$ cat src/rtl/pipe_hazard_if.sv
// Hazard-control bus between the 5-stage pipeline datapath and its hazard controller.
// The master is the pipeline side. The slave is the controller.
interface pipe_hazard_if #(
    parameter int AW = 4
);
    logic [AW-1:0] ra1_d;
    logic [AW-1:0] ra2_d;
    logic [AW-1:0] ra1_e;
    logic [AW-1:0] ra2_e;
    logic [AW-1:0] wa_e;
    logic [AW-1:0] wa_m;
    logic [AW-1:0] wa_w;
    logic          reg_write_m;
    logic          reg_write_w;
    logic          mem_to_reg_e;
    logic          branch_take_e;
    logic          mc_start_e;
    logic [1:0]    fwd_a_e;
    logic [1:0]    fwd_b_e;
    logic          stall_f;
    logic          stall_d;
    logic          stall_e;
    logic          flush_d;
    logic          flush_e;
    logic          flush_m;
    logic          mc_busy;
    logic          mc_done;

    modport master (
        output ra1_d, ra2_d, ra1_e, ra2_e, wa_e, wa_m, wa_w,
        output reg_write_m, reg_write_w, mem_to_reg_e, branch_take_e, mc_start_e,
        input  fwd_a_e, fwd_b_e, stall_f, stall_d, stall_e,
        input  flush_d, flush_e, flush_m, mc_busy, mc_done
    );

    modport slave (
        input  ra1_d, ra2_d, ra1_e, ra2_e, wa_e, wa_m, wa_w,
        input  reg_write_m, reg_write_w, mem_to_reg_e, branch_take_e, mc_start_e,
        output fwd_a_e, fwd_b_e, stall_f, stall_d, stall_e,
        output flush_d, flush_e, flush_m, mc_busy, mc_done
    );
endinterface

$ cat src/rtl/pipe_hazard_ctrl.sv
// Hazard controller for the 5-stage pipeline. It handles forwarding, load-use stalls, branch flushes and multicycle execute occupancy.
// All outputs are combinational from the FSM state and the bus inputs, and they are forced low while reset is asserted.
module pipe_hazard_ctrl #(
    parameter int AW     = 4,
    parameter int MC_LAT = 4
) (
    input  logic          clk,
    input  logic          reset,
    pipe_hazard_if.slave  bus
);
    localparam int            CW       = $clog2(MC_LAT);
    localparam logic [CW-1:0] CNT_INIT = CW'(MC_LAT - 2);

    typedef enum logic [1:0] {IDLE, BUSY, LAST} state_t;

    state_t        state_q, state_d;
    logic [CW-1:0] cnt_q, cnt_d;
    logic          mc_busy_c;
    logic          hz_en;
    logic          lu;
    logic          br;

    // If M and W both match the source register, M holds the younger value and is selected.
    function automatic logic [1:0] fwd_sel(input logic rw_m, input logic [AW-1:0] wa_m,
                                           input logic rw_w, input logic [AW-1:0] wa_w,
                                           input logic [AW-1:0] ra);
        if (rw_m && (wa_m == ra))      return 2'b10;
        else if (rw_w && (wa_w == ra)) return 2'b01;
        else                           return 2'b00;
    endfunction

    always_comb begin
        state_d = state_q;
        cnt_d   = cnt_q;
        case (state_q)
            IDLE: begin
                if (bus.mc_start_e) begin
                    cnt_d   = CNT_INIT;
                    state_d = (MC_LAT == 2) ? LAST : BUSY;
                end
            end
            BUSY: begin
                cnt_d = cnt_q - 1'b1;
                if (cnt_q == CW'(1)) state_d = LAST;
            end
            LAST:    state_d = IDLE;
            default: state_d = IDLE;
        endcase
    end

    always_ff @(posedge clk or negedge reset) begin
        if (!reset) begin
            state_q <= IDLE;
            cnt_q   <= '0;
        end else begin
            state_q <= state_d;
            cnt_q   <= cnt_d;
        end
    end

    // E is frozen while the multicycle unit is busy, so load-use and branch are evaluated only once E is released.
    assign mc_busy_c = reset && (((state_q == IDLE) && bus.mc_start_e) || (state_q == BUSY));
    assign hz_en     = reset && !mc_busy_c;
    assign lu        = hz_en && bus.mem_to_reg_e &&
                       ((bus.wa_e == bus.ra1_d) || (bus.wa_e == bus.ra2_d));
    assign br        = hz_en && bus.branch_take_e;

    assign bus.fwd_a_e = reset ? fwd_sel(bus.reg_write_m, bus.wa_m, bus.reg_write_w, bus.wa_w, bus.ra1_e) : 2'b00;
    assign bus.fwd_b_e = reset ? fwd_sel(bus.reg_write_m, bus.wa_m, bus.reg_write_w, bus.wa_w, bus.ra2_e) : 2'b00;
    assign bus.stall_f = mc_busy_c || lu;
    assign bus.stall_d = mc_busy_c || lu;
    assign bus.stall_e = mc_busy_c;
    assign bus.flush_d = br;
    assign bus.flush_e = br || lu;
    assign bus.flush_m = mc_busy_c;
    assign bus.mc_busy = mc_busy_c;
    assign bus.mc_done = reset && (state_q == LAST);
endmodule

$ cat src/flat_wrapper.sv
// flat-port wrapper written by rule: the top's interface ports become plain ports
module pipe_hazard_ctrl_flat 
#(
    parameter int AW     = 4,
    parameter int MC_LAT = 4
)
  (clk, reset, bus_ra1_d, bus_ra2_d, bus_ra1_e, bus_ra2_e, bus_wa_e, bus_wa_m, bus_wa_w, bus_reg_write_m, bus_reg_write_w, bus_mem_to_reg_e, bus_branch_take_e, bus_mc_start_e, bus_fwd_a_e, bus_fwd_b_e, bus_stall_f, bus_stall_d, bus_stall_e, bus_flush_d, bus_flush_e, bus_flush_m, bus_mc_busy, bus_mc_done);
  pipe_hazard_if #(.AW(AW)) bus_i ();
  input  logic clk;
  input  logic reset;
  input wire logic [$bits(bus_i.ra1_d)-1:0] bus_ra1_d;
  input wire logic [$bits(bus_i.ra2_d)-1:0] bus_ra2_d;
  input wire logic [$bits(bus_i.ra1_e)-1:0] bus_ra1_e;
  input wire logic [$bits(bus_i.ra2_e)-1:0] bus_ra2_e;
  input wire logic [$bits(bus_i.wa_e)-1:0] bus_wa_e;
  input wire logic [$bits(bus_i.wa_m)-1:0] bus_wa_m;
  input wire logic [$bits(bus_i.wa_w)-1:0] bus_wa_w;
  input wire logic [$bits(bus_i.reg_write_m)-1:0] bus_reg_write_m;
  input wire logic [$bits(bus_i.reg_write_w)-1:0] bus_reg_write_w;
  input wire logic [$bits(bus_i.mem_to_reg_e)-1:0] bus_mem_to_reg_e;
  input wire logic [$bits(bus_i.branch_take_e)-1:0] bus_branch_take_e;
  input wire logic [$bits(bus_i.mc_start_e)-1:0] bus_mc_start_e;
  output wire logic [$bits(bus_i.fwd_a_e)-1:0] bus_fwd_a_e;
  output wire logic [$bits(bus_i.fwd_b_e)-1:0] bus_fwd_b_e;
  output wire logic [$bits(bus_i.stall_f)-1:0] bus_stall_f;
  output wire logic [$bits(bus_i.stall_d)-1:0] bus_stall_d;
  output wire logic [$bits(bus_i.stall_e)-1:0] bus_stall_e;
  output wire logic [$bits(bus_i.flush_d)-1:0] bus_flush_d;
  output wire logic [$bits(bus_i.flush_e)-1:0] bus_flush_e;
  output wire logic [$bits(bus_i.flush_m)-1:0] bus_flush_m;
  output wire logic [$bits(bus_i.mc_busy)-1:0] bus_mc_busy;
  output wire logic [$bits(bus_i.mc_done)-1:0] bus_mc_done;
  assign bus_i.ra1_d = bus_ra1_d;
  assign bus_i.ra2_d = bus_ra2_d;
  assign bus_i.ra1_e = bus_ra1_e;
  assign bus_i.ra2_e = bus_ra2_e;
  assign bus_i.wa_e = bus_wa_e;
  assign bus_i.wa_m = bus_wa_m;
  assign bus_i.wa_w = bus_wa_w;
  assign bus_i.reg_write_m = bus_reg_write_m;
  assign bus_i.reg_write_w = bus_reg_write_w;
  assign bus_i.mem_to_reg_e = bus_mem_to_reg_e;
  assign bus_i.branch_take_e = bus_branch_take_e;
  assign bus_i.mc_start_e = bus_mc_start_e;
  assign bus_fwd_a_e = bus_i.fwd_a_e;
  assign bus_fwd_b_e = bus_i.fwd_b_e;
  assign bus_stall_f = bus_i.stall_f;
  assign bus_stall_d = bus_i.stall_d;
  assign bus_stall_e = bus_i.stall_e;
  assign bus_flush_d = bus_i.flush_d;
  assign bus_flush_e = bus_i.flush_e;
  assign bus_flush_m = bus_i.flush_m;
  assign bus_mc_busy = bus_i.mc_busy;
  assign bus_mc_done = bus_i.mc_done;
  pipe_hazard_ctrl #(.AW(AW), .MC_LAT(MC_LAT)) u_core (.clk(clk), .reset(reset), .bus(bus_i));
endmodule
$ cat config.mk
export PLATFORM = sky130hd
export DESIGN_NAME = pipe_hazard_ctrl_flat
export DESIGN_NICKNAME = d
export VERILOG_FILES = /design/src/rtl/pipe_hazard_if.sv /design/src/rtl/pipe_hazard_ctrl.sv /design/src/flat_wrapper.sv
export SDC_FILE = /design/constraint.sdc
export NUM_CORES = 1
export LEC_CHECK = 0
export ABC_CLOCK_PERIOD_IN_PS = 1430
export CAP_MARGIN = 20
export CELL_PAD_IN_SITES_DETAIL_PLACEMENT = 1
export CELL_PAD_IN_SITES_GLOBAL_PLACEMENT = 2
export CORE_MARGIN = 5
export CORE_UTILIZATION = 15
export DETAILED_ROUTE_END_ITERATION = 8
export GPL_TIMING_DRIVEN = 0
export PLACE_DENSITY = 0.79
export SLEW_MARGIN = 20
export SYNTH_ARGS = -nofsm -noshare
export SYNTH_HDL_FRONTEND = slang
export SYNTH_SLANG_ARGS = --single-unit
$ cat constraint.sdc
create_clock -name clk -period 1.43 [get_ports clk]
set_clock_uncertainty 0.05 [all_clocks]
set_input_delay 0.143 -clock clk [delete_from_list [all_inputs] [get_ports clk]]
set_output_delay 0.143 -clock clk [all_outputs]
set_load 0.05 [all_outputs]
==> flow_summary.ini <==
[synth]
synthMuxAreaShare = 0
synth-compound-area-share = 0.115
synth_top_family_by_area = XOR/XNOR gates
synthSimpleGateAreaFrac = 0.218
yosys.area_share.xor_xnor = 0.393
syn_area_sq_um = 534
synth_top_cell_by_area = xnor2_1
synth_seq_cells = 4
synthAdderAreaFrac = 0.0234
yosys.cell_types.count = 20
synth_area_leaders = xnor2_1, dfrtp_1, xor2_1
yosysSeqAreaShare = 0.187
synth_top_cell_area_share = 0.230
syn-instance-count = 61
synth.avg_cell_area_sq_um = 8.76
ys_warn_count = 0
syn-num-nets = 97

[clock_network]
htreeDepth = 1
cts_inserted_buffers = 3
root_buffer = clkbuf_4
clockBufferDepth = 2
tritoncts = yes
clock-sinks = 4
clk_pin_slew_worst_paths_ns = 0.04
insertion_delay_ns = 0.24

[grt]
grt_start_max_net_pins = 8
overflow = 0
antenna_found_initial = 0
grt_pass1_vias = 758
grt_pass1_wl_um = 3460
grt_use_total = 0.0900

[die]
initial_utilization = 0.158
die_w_um = 69.7
die_h_um = 69.7
die-area_sq_um = 4860
rows = 21
core_sq_um = 3390
pin_count = 47

[timing]
setup_viol_count_final = 3
fin_crit_sh = 1.15
worst_pin_slew_ns = 0.280
slew_headroom = 0.812
min_period_ns = 1.64
hold_viol = 0
rsz0062_at_grt = true
slew_violations = 0
hold_slack_ns = 0.439
fmax_mhz = 608
worst_slack_ns = -0.215

[placed_design]
gp_congestion = 0.791
dp_hpwl_um = 1750
place_inst = 153
portBuffers = 46
place_ws_ns = -1.02
placed_area_sq_um = 1110

[detailed_routing]
num_vias = 635
dr.pass1.iters = 2
antenna_left = 0
drtIter0Drc = 5
wire_per_inst_um = 12.7
drc_errors = 0
drt_wl_total_um = 2040
via_per_inst = 3.94

[cells_and_area]
nets = 153
fin_cells = 161
final_util = 0.366
drive_gt1_frac = 0.513
finalInstanceArea_sq_um = 1240
diodes = 0
areaGrowthSynthToFinish_pct = 132

[critical_path]
critPathTopFamily = flip-flops
worstSetupPathType = register to output pin
max_stage_delay_ns = 0.38
cp_slowest_cell = dfrtp_1
path_cells = o21bai_4 -> nand3_2 -> a21oi_2 -> or2_4 -> buf_6 -> buf_8
crit_fanout = 4
crit_required_ns = 1.24
path_buf_inv = 2
end_kind = output pin
start_kind = register
worstPathArrival_ns = 1.45

[power_and_ir_drop]
peakVddDrop_mv = 0.349
leakage_nw = 0.497
powerDensity_nw_per_um2 = 1010

[outcome]
status = complete, but fails checks
violations = negative setup slack

[min_path]
holdCritPathClass = input pin to asynchronous set/reset pin

[job]
drv_cap = 0
## layout by cell type (no fill, tap or decap), types with 3 or more instances in the layout
cell type / count
xnor2_1: 14
clkdlybuf4s50_1: 14
buf_4: 11
buf_2: 10
xor2_2: 9
dlygate4sd2_1: 6
buf_6: 5
buf_8: 5
inv_1: 3
clkbuf_4: 3
dfrtp_1: 3
## registers in the layout (all words and copies together) (netlist names)
| register | count |
|---|---|
| u_core.cnt_q | 2 |
| u_core.state_q | 2 |
## cell families (layout without fill, tap and decap cells)
family	Yosys count	count (layout)
DFF	4	4
buffers and inverters	6	60
and+or+nand+nor	19	19
adders and majority gates	1	1
AOI/OAI and AO/OA	7	7
xor gates and xnor gates	24	24
## area by class of cell
class / instances / area [sq um]
fillers: 405 / 2150
multi-input cells: 51 / 557
repair buffers: 51 / 464
flip-flops and latches: 4 / 101
well taps: 46 / 57.6
plain buffers: 3 / 26.3
clock buffers: 3 / 22.5
inverters: 3 / 11.3
## metal layers
layer  GRT usage  vias to the layer above  part of all wire
li1            -                      306                 -
met1      0.0956                      289              0.41
met2       0.157                       36              0.50
met3      0.0449                        4             0.087
met4      0.0255                        0             0.011
met5           0                        -                 0
## synthesized netlist by cell type
master     instances
a2111oi_2          2
a21oi_1            3
and3_1             3
buf_4              3
dfrtp_1            4
ha_1               1
inv_1              3
nand2_1            2
nand2b_1           1
nand3_1            3
nand4_1            2
nor2_1             3
nor3b_1            1
nor4_2             2
o21ai_0            1
o21bai_2           1
or2_1              1
or2_2              1
xnor2_1           14
xor2_1            10
## report_power, final
group | internal [mW] | switching (mW) | total, mW
sequential | 0.171 | 0.0366 | 0.207
clock | 0.0937 | 0.0449 | 0.139
combinational | 0.422 | 0.478 | 0.900
## path summary, 6_finish.rpt
check / start / slack, ns / endpoint / cells past startpoint
max in group asynchronous: reset / 0.71 / u_core.state_q[0]$_DFFE_PN0P_ / 2
worst min-delay path: reset / 0.44 / u_core.state_q[1]$_DFFE_PN0P_ / 2
worst max register to register: u_core.state_q[0]$_DFFE_PN0P_ / 0.34 / u_core.cnt_q[1]$_DFFE_PN0P_ / 5
worst min register to register: u_core.cnt_q[0]$_DFFE_PN0P_ / 0.46 / u_core.cnt_q[0]$_DFFE_PN0P_ / 1
worst max-delay path: u_core.state_q[1]$_DFFE_PN0P_ / -0.21 / bus_stall_f / 6
min in group clk: u_core.cnt_q[0]$_DFFE_PN0P_ / 0.46 / u_core.cnt_q[0]$_DFFE_PN0P_ / 1
## worst register-to-register path, stage by stage, from the launching register on
cell and delay, ns:
dfrtp_2 0.41, buf_4 0.14, buf_4 0.12, nand2b_1 0.11, nor2_1 0.06, a21oi_1 0.11
## timing repair
| item | in CTS | in global routing |
|---|---|---|
| hold buffers | 1 | 0 |
| pin swaps | 23 | 9 |
| setup buffers | 4 | 1 |
| setup endpoints to repair | 12 | 11 |
| hold endpoints to repair | 4 | 0 |
| gates resized for setup | 151 | 13 |
## through the flow
step	setup TNS (ns)	power [mW]
finish	-0.546	1.25
global route	-0.951	1.35
CTS	-0.593	1.25
detailed placement	-10.81	0.999
global placement	-10.54	0.966
floorplan	-0.138	0.709
Note: power is estimated with default switching activity, not from simulation.
